File: src/rtl/cdb_arbiter.sv
// Common data bus arbiter: three completion sources each queue into a small FIFO,
// and one head per cycle is chosen round-robin and registered onto the broadcast bus.
module cdb_arbiter #(
  parameter int unsigned DATA_W = 32,
  parameter int unsigned ROB_W  = 4,
  parameter int unsigned DEPTH  = 2
) (
  input  logic              in_clk,
  input  logic              in_rst_n,
  input  logic              in_rdy,
  input  logic              in_flush,
  input  logic              in_alu_valid,
  input  logic [ROB_W-1:0]  in_alu_reorder,
  input  logic [DATA_W-1:0] in_alu_result,
  input  logic [DATA_W-1:0] in_alu_branch,
  input  logic              in_lsb_valid,
  input  logic [ROB_W-1:0]  in_lsb_reorder,
  input  logic [DATA_W-1:0] in_lsb_result,
  input  logic              in_lsb_io_read,
  input  logic              in_st_valid,
  input  logic [ROB_W-1:0]  in_st_reorder,
  output logic              out_alu_full,
  output logic              out_lsb_full,
  output logic              out_st_full,
  output logic              out_cdb_enable,
  output logic [ROB_W-1:0]  out_cdb_reorder,
  output logic [DATA_W-1:0] out_cdb_result,
  output logic [DATA_W-1:0] out_cdb_branch,
  output logic              out_cdb_io_read,
  output logic [1:0]        out_cdb_src
);

  localparam int unsigned PW = $clog2(DEPTH);
  localparam int unsigned CW = $clog2(DEPTH + 1);

  typedef struct packed {
    logic [ROB_W-1:0]  rob;
    logic [DATA_W-1:0] result;
    logic [DATA_W-1:0] branch;
    logic              io_read;
  } entry_t;

  entry_t        mem_q [3][DEPTH];
  logic [PW-1:0] wr_q  [3];
  logic [PW-1:0] rd_q  [3];
  logic [CW-1:0] cnt_q [3];
  logic [1:0]    last_q;

  entry_t     push_data [3];
  logic [2:0] valid, full, nonempty, push, pop;
  logic [2:0] cand;
  logic [1:0] win;
  logic       win_found, do_pop;
  entry_t     head;

  // Unused fields are stored as zero so the broadcast needs no per-source masking.
  always_comb begin
    valid        = {in_st_valid, in_lsb_valid, in_alu_valid};
    push_data[0] = '{rob: in_alu_reorder, result: in_alu_result, branch: in_alu_branch,
                     io_read: 1'b0};
    push_data[1] = '{rob: in_lsb_reorder, result: in_lsb_result, branch: '0,
                     io_read: in_lsb_io_read};
    push_data[2] = '{rob: in_st_reorder, result: '0, branch: '0, io_read: 1'b0};
    full     = '0;
    nonempty = '0;
    push     = '0;
    for (int unsigned i = 0; i < 3; i++) begin
      full[i]     = (cnt_q[i] == CW'(DEPTH));
      nonempty[i] = (cnt_q[i] != '0);
      push[i]     = in_rdy & ~in_flush & valid[i] & ~full[i];
    end
  end

  // Search starts at the source after the last winner.
  always_comb begin
    win       = '0;
    win_found = 1'b0;
    cand      = '0;
    for (int unsigned k = 1; k <= 3; k++) begin
      cand = {1'b0, last_q} + 3'(k);
      if (cand >= 3'd3) cand = cand - 3'd3;
      if (!win_found && nonempty[cand[1:0]]) begin
        win_found = 1'b1;
        win       = cand[1:0];
      end
    end
    do_pop = in_rdy & ~in_flush & win_found;
    pop    = '0;
    if (do_pop) pop[win] = 1'b1;
    head = mem_q[win][rd_q[win]];
  end

  always_ff @(posedge in_clk) begin
    for (int unsigned i = 0; i < 3; i++) begin
      if (push[i]) mem_q[i][wr_q[i]] <= push_data[i];
    end
  end

  always_ff @(posedge in_clk or negedge in_rst_n) begin
    if (!in_rst_n) begin
      for (int unsigned i = 0; i < 3; i++) begin
        cnt_q[i] <= '0;
        wr_q[i]  <= '0;
        rd_q[i]  <= '0;
      end
      last_q          <= 2'd2;  // "last winner = ST" makes ALU searched first
      out_cdb_enable  <= 1'b0;
      out_cdb_reorder <= '0;
      out_cdb_result  <= '0;
      out_cdb_branch  <= '0;
      out_cdb_io_read <= 1'b0;
      out_cdb_src     <= '0;
    end else if (in_flush) begin
      for (int unsigned i = 0; i < 3; i++) begin
        cnt_q[i] <= '0;
        wr_q[i]  <= '0;
        rd_q[i]  <= '0;
      end
      out_cdb_enable <= 1'b0;
    end else if (in_rdy) begin
      for (int unsigned i = 0; i < 3; i++) begin
        if (push[i]) wr_q[i] <= wr_q[i] + PW'(1);
        if (pop[i])  rd_q[i] <= rd_q[i] + PW'(1);
        cnt_q[i] <= cnt_q[i] + CW'(push[i]) - CW'(pop[i]);
      end
      out_cdb_enable <= do_pop;
      if (do_pop) begin
        last_q          <= win;
        out_cdb_src     <= win;
        out_cdb_reorder <= head.rob;
        out_cdb_result  <= head.result;
        out_cdb_branch  <= head.branch;
        out_cdb_io_read <= head.io_read;
      end
    end
  end

  assign out_alu_full = full[0];
  assign out_lsb_full = full[1];
  assign out_st_full  = full[2];

endmodule

File: config.mk
export PLATFORM = sky130hd
export DESIGN_NAME = cdb_arbiter
export DESIGN_NICKNAME = d
export VERILOG_FILES = /design/src/rtl/cdb_arbiter.sv
export SDC_FILE = /design/constraint.sdc
export NUM_CORES = 1
export LEC_CHECK = 0
export ABC_AREA = 1
export CORE_UTILIZATION = 41
export DETAILED_ROUTE_END_ITERATION = 10
export PLACE_DENSITY = 0.66
export RECOVER_POWER = 100
export SLEW_MARGIN = 10
export SYNTH_ARGS = -nofsm -noshare
export SYNTH_HDL_FRONTEND = slang
export SYNTH_SLANG_ARGS = --single-unit
File: constraint.sdc
create_clock -name in_clk -period 4 [get_ports in_clk]
set_input_delay 0.4 -clock in_clk [delete_from_list [all_inputs] [get_ports in_clk]]
set_output_delay 0.4 -clock in_clk [all_outputs]
set_load 0.005 [all_outputs]
==> impl_metrics.env, run 1 <==
export IMPL_status="finished, violations left"
export IMPL_hold_class="primary input to async pin"
export IMPL_vdd_drop_max_mv=0.8787
export IMPL_start_kind="flip-flop"
export IMPL_wl_per_cell_um=17.37
export IMPL_gp_congestion=0.7671
export IMPL_avgSynthCellArea_um2=11.56
export IMPL_violations="max-capacitance violations, max-slew violations"
export IMPL_worstPathRequired_ns=4.43
export IMPL_yosysMostFrequentCell="nand2_1"
export IMPL_io_buffers=190
export IMPL_routed_wl_mm=28.78
export IMPL_post_cts_buffers=0
export IMPL_yosysSeqAreaShare=0.7079
export IMPL_core_mm2=0.02909
export IMPL_yosysTopAreaCellShare=0.5342
export IMPL_die_height_um=174.9
export IMPL_clk_pin_slew_worst_paths_ns=0.06
export IMPL_cts_sinks=303
export IMPL_r2r_start="out_cdb_src[0]"
export IMPL_yosys_warnings=0
export IMPL_pin_count=191
export IMPL_power_density_mw_per_mm2=856.1
export IMPL_critPathCaptureType="flip-flop"
export IMPL_setup_viol=0
export IMPL_clockRootBuffer="clkbuf_16"
export IMPL_synth_nets=1186
export IMPL_clkLatencyLatePin_ns=0.57
export IMPL_yosys_top_cells_count="nand2_1 (329), edfxtp_1 (218), nand3_1 (126), dfrtp_1 (84)"
export IMPL_relSlewSlack=-0.2382
export IMPL_syn_inst=1060
export IMPL_antenna_found_initial=6
export IMPL_finalClockSkew_ns=0.02653
export IMPL_rsz0062_at_grt="false"
export IMPL_drv_slew=170
export IMPL_die_w_um=174.9
export IMPL_synth_cell_type_count=30
export IMPL_crit_fanout=19
export IMPL_clk_path_buf_depth=3
export IMPL_reg2reg_depth=19
export IMPL_final_area_mm2=0.01555
export IMPL_period_share=0.8859
export IMPL_power_leakage_nw=6.392
export IMPL_synth_seq_cells=303
export IMPL_cts_resized=0
export IMPL_grt_max_degree=100
export IMPL_routed_via_density=5.056
export IMPL_synth_edff_count=218
export IMPL_drive_gt1_frac=0.07323
export IMPL_cts_hold_fix_buffers=0
export IMPL_num_vias=8377
export IMPL_dpl_hpwl_mm=17.30
export IMPL_fin_crit_ns=3.544
export IMPL_rows=62
export IMPL_drv_cap=3
export IMPL_synthToLayoutAreaGrowth_pct=26.88
export IMPL_cp_data_arrival_time_ns=3.97
export IMPL_dp_cells=1596
export IMPL_grt_usage=0.1906
export IMPL_syn_cell_area_mm2=0.01225
export IMPL_yosysTopAreaCell="edfxtp_1"
export IMPL_die_area_mm2=0.03058
export IMPL_cts_tree="yes"
export IMPL_worstSetupPathType="flip-flop to flip-flop"
export IMPL_drc=0
export IMPL_stdcell_count=1657
export IMPL_finalHoldViolCount=0
export IMPL_crit_start="out_cdb_src[0]"
export IMPL_drt_iter0_markers=718
export IMPL_firstDrtPassIters=5
export IMPL_grt_pass1_wl_mm=45.20
export IMPL_start_util=0.4212
export IMPL_worst_pin_slew_ns=1.857
export IMPL_ys_async_sr_fraction=0.2805
export IMPL_numCtsBuffers=31
export IMPL_overflow=0
export IMPL_synth_area_leaders="edfxtp_1 (53%), dfrtp_1 (17%), nand2_1 (10%)"
export IMPL_dominantRegCellSynth="edfxtp_1"
export IMPL_place_area_mm2=0.01452
export IMPL_fin_nets=1371
export IMPL_clock_fmax_ghz=0.2822
export IMPL_ant_nets=0
export IMPL_grt_pass1_vias=8193
export IMPL_h_tree_depth=1
[per-stage QoR]
step           power [mW]  hold slack (ns)  TNS [ns]    util  setup WS, ns
2_1_floorplan       8.873           0.1044    -48.71       -       -0.3581
3_3_place_gp        10.44           0.4540         0  0.4991        0.5940
3_5_place_dp        10.60           0.4652         0  0.4991        0.5447
4_1_cts             13.72          0.02049         0  0.5368        0.5335
5_1_grt             14.38           0.4715         0  0.5342       0.07860
6_report            13.31           0.3582         0  0.5345        0.4562
[power by group]
group	leakage, nW	total [mW]	internal, mW	switching, mW
sequential	3.07	4.07	3.83	0.239
combinational	2.79	6.19	2.17	4.02
clock	0.529	3.06	1.85	1.20
total	6.39	13.3	7.85	5.46
[critical path, cell delays in order (launching register included)]
cell      delay (ns)
dfrtp_1         0.43
inv_1           0.16
ha_1            0.41
inv_2           0.14
nand2_1         0.07
nand2_2         0.10
nor2_2          0.07
nor2_4          0.11
nand3_1         0.19
o21ai_4         0.27
clkinv_2        0.30
nand2_2         0.16
nor2_1          0.08
ha_1            0.29
inv_1           0.04
ha_1            0.18
a21oi_1         0.12
o21ai_0         0.11
o21ai_0         0.15
a21oi_1         0.05
[final timing paths]
kind | slack [ns] | to
min reg2reg | 0.47 | out_cdb_reorder[0]
max in group asynchronous | 1.70 | out_cdb_enable
min | 0.36 | out_cdb_branch[23]
min in group in_clk | 0.47 | out_cdb_reorder[0]
max reg2reg | 0.46 | cnt_q[3]
max | 0.46 | cnt_q[3]
[state kept, by name (all words and copies together), names as in the netlist]
signal and count:
cnt_q 6, last_q 1, mem_q 218, out_cdb_branch 32, out_cdb_enable 1, out_cdb_io_read 1, out_cdb_reorder 4, out_cdb_result 32
out_cdb_src 2, rd_q 3, wr_q 3
[per-layer routing]
layer	track usage	vias to the layer above	share of wire
met3	0.03525	50	0.069
met2	0.3090	291	0.47
met5	0	-	0.0012
met1	0.2640	4021	0.44
li1	-	4009	-
met4	0.05000	6	0.023
[cell type report]
type | count | area (µm²)
clock buffers | 37 | 818.3
inverters | 36 | 136.4
diodes | 3 | 7.507
flip-flops and latches | 303 | 8675
multi-input cells | 664 | 3128
fillers | 2505 | 13540
well taps | 384 | 480.5
clock inverters | 21 | 279.0
repair buffers | 209 | 2024
[cells in the final DEF (no fill, tap or decap), types with 5 or more instances in the layout]
cell type and n:
nand2_1 328, o211ai_1 5, nor2_4 5, o21ai_1 9
edfxtp_1 218, nor2_1 46, dfrtp_1 84, nand3_1 127
clkinv_2 7, dlygate4sd3_1 185, o21ai_0 72, buf_4 6
bufinv_16 6, clkbuf_16 31, ha_1 10, clkbuf_2 6
clkbuf_1 8, a21oi_1 9, nand3b_1 32, inv_1 30
[kinds of logic (layout without fill, tap and decap cells)]
family | Yosys count | after routing | synth area share
simple gates | 555 | 555 | 0.1998
flops | 303 | 303 | 0.7079
compound gates | 99 | 99 | 0.04278
buf+inv | 93 | 303 | 0.03931
fa+ha+maj | 10 | 10 | 0.01021
other cells | 0 | 3 | 0
No activity file was read; power rests on OpenSTA's default activity.
==> inputs of run 2 (changes only) <==
--- a/config.mk
+++ b/config.mk
@@ -6,6 +6,7 @@
 export NUM_CORES = 1
 export LEC_CHECK = 0
 export ABC_AREA = 1
+export CAP_MARGIN = 30
 export CORE_UTILIZATION = 41
 export DETAILED_ROUTE_END_ITERATION = 10
 export PLACE_DENSITY = 0.66
==> impl_metrics.env, run 2 (synthesized netlist as in run 1, its figures left out) <==
export IMPL_holdWs_ns=0.4708
export IMPL_crit_fanout=19
export IMPL_fin_nets=1373
export IMPL_clk_pin_slew_worst_paths_ns=0.06
export IMPL_ant_nets=0
export IMPL_drv_slew=136
export IMPL_dr_wl_met2_mm=13.32
export IMPL_drv_cap=3
export IMPL_worstSetupPathType="flip-flop to flip-flop"
export IMPL_core_mm2=0.02909
export IMPL_clock_fmax_ghz=0.2816
export IMPL_start_util=0.4212
export IMPL_routed_top_layer="met5"
export IMPL_setup_viol=0
export IMPL_cts_hold_fix_buffers=0
export IMPL_antenna_found_initial=6
export IMPL_drc=0
export IMPL_layout_commonest_cell="nand2_1"
export IMPL_io_buffers=190
export IMPL_finalClockSkew_ns=0.02479
export IMPL_mostFrequentLayoutCells="nand2_1 (328), edfxtp_1 (218), dlygate4sd3_1 (186), nand3_1 (127), dfrtp_1 (84)"
export IMPL_met1_length_mm=12.99
export IMPL_routed_via_density=5.059
export IMPL_die_height_um=174.9
export IMPL_stdcell_count=1658
export IMPL_rows=62
export IMPL_dpl_hpwl_mm=17.30
export IMPL_grt_pass1_wl_mm=45.20
export IMPL_worst_pin_slew_ns=2.104
export IMPL_die_w_um=174.9
export IMPL_grt_max_degree=100
export IMPL_period_share=0.8878
export IMPL_reg2reg_depth=19
export IMPL_overflow=0
export IMPL_cp_data_arrival_time_ns=3.98
export IMPL_synthToLayoutAreaGrowth_pct=27.10
export IMPL_cts_sinks=303
export IMPL_worstPathRequired_ns=4.43
export IMPL_gp_congestion=0.7671
export IMPL_cts_resized=0
export IMPL_dp_cells=1596
export IMPL_num_vias=8388
export IMPL_post_cts_buffers=0
export IMPL_hold_class="flip-flop to flip-flop"
export IMPL_routed_wl_mm=28.79
export IMPL_firstDrtPassIters=7
export IMPL_violations="max-capacitance violations, max-slew violations"
export IMPL_numCtsBuffers=31
export IMPL_fin_crit_ns=3.551
export IMPL_start_kind="flip-flop"
export IMPL_relSlewSlack=-0.4024
export IMPL_power_leakage_nw=6.403
export IMPL_clk_path_buf_depth=3
export IMPL_status="finished, violations left"
export IMPL_pin_count=191
export IMPL_vdd_drop_max_mv=0.8834
export IMPL_wl_per_cell_um=17.36
export IMPL_min_path_cells=2
export IMPL_h_tree_depth=1
export IMPL_met3_length_mm=1.768
export IMPL_grt_pass1_vias=8193
export IMPL_drive_gt1_frac=0.07311
export IMPL_clockRootBuffer="clkbuf_16"
export IMPL_power_density_mw_per_mm2=854.9
export IMPL_finalHoldViolCount=0
export IMPL_die_area_mm2=0.03058
export IMPL_drt_iter0_markers=732
export IMPL_largest_reg_flops=218
export IMPL_grt_usage=0.1906
export IMPL_rsz0062_at_grt="false"
export IMPL_critPathCaptureType="flip-flop"
export IMPL_clkLatencyLatePin_ns=0.56
export IMPL_cts_tree="yes"
## run 2: report_power, final
group	internal (mW)	leakage, nW	switching (mW)
registers	3.83	3.07	0.239
clock network	1.85	0.529	1.20
logic	2.17	2.80	4.02
## run 2: final cells by class
type / instances / area [µm²]
diodes: 2 / 5.005
clock buffers: 37 / 818.3
clock inverters: 21 / 279.0
fillers: 2503 / 13520
inverters: 36 / 136.4
multi-input cells: 664 / 3128
flip-flops and latches: 303 / 8675
well taps: 384 / 480.5
repair buffers: 211 / 2053
## run 2: critical path: stages, from the launching register on
cell and delay [ns]:
dfrtp_1 0.43, inv_1 0.16, ha_1 0.41, inv_2 0.14, nand2_1 0.07, nand2_2 0.10
nor2_2 0.07, nor2_4 0.11, nand3_1 0.19, o21ai_4 0.27, clkinv_2 0.30, nand2_2 0.16
nor2_1 0.08, ha_1 0.29, inv_1 0.04, ha_1 0.18, a21oi_1 0.12, o21ai_0 0.11
o21ai_0 0.15, a21oi_1 0.05
## run 2: worst paths after layout
path | slack (ns) | start | to
min reg2reg | 0.47 | out_cdb_reorder[0] | out_cdb_reorder[0]
max reg2reg | 0.45 | out_cdb_src[0] | cnt_q[3]
max | 0.45 | out_cdb_src[0] | cnt_q[3]
min | 0.47 | out_cdb_reorder[0] | out_cdb_reorder[0]
max in group asynchronous | 1.01 | in_rst_n | out_cdb_enable
min in group asynchronous | 1.00 | in_rst_n | wr_q[1]
## run 2: layer usage
layer / vias to the layer above / global-route usage
li1: 4010 / -
met1: 4043 / 0.2640
met2: 279 / 0.3090
met3: 50 / 0.03525
met4: 6 / 0.05000
met5: - / 0
## run 2: metrics by stage
step           setup slack [ns]    util  power (mW)  setup TNS [ns]  instance area, µm²
6_report                 0.4488  0.5354       13.32               0               15570
5_1_grt                 0.07860  0.5352       14.38               0               15570
4_1_cts                  0.5335  0.5368       13.72               0               15620
3_5_place_dp             0.5447  0.4991       10.60               0               14520
3_3_place_gp             0.5940  0.4991       10.44               0               14520
2_1_floorplan           -0.3581       -       8.873          -48.71               12250
==> inputs of run 3 (changes only) <==
--- a/config.mk
+++ b/config.mk
@@ -9,6 +9,7 @@
 export CAP_MARGIN = 30
 export CORE_UTILIZATION = 41
 export DETAILED_ROUTE_END_ITERATION = 10
+export GPL_ROUTABILITY_DRIVEN = 0
 export PLACE_DENSITY = 0.66
 export RECOVER_POWER = 100
 export SLEW_MARGIN = 10
==> results of run 3 <==
Same layout as run 2: the final DEF is identical, and so are final timing and power.
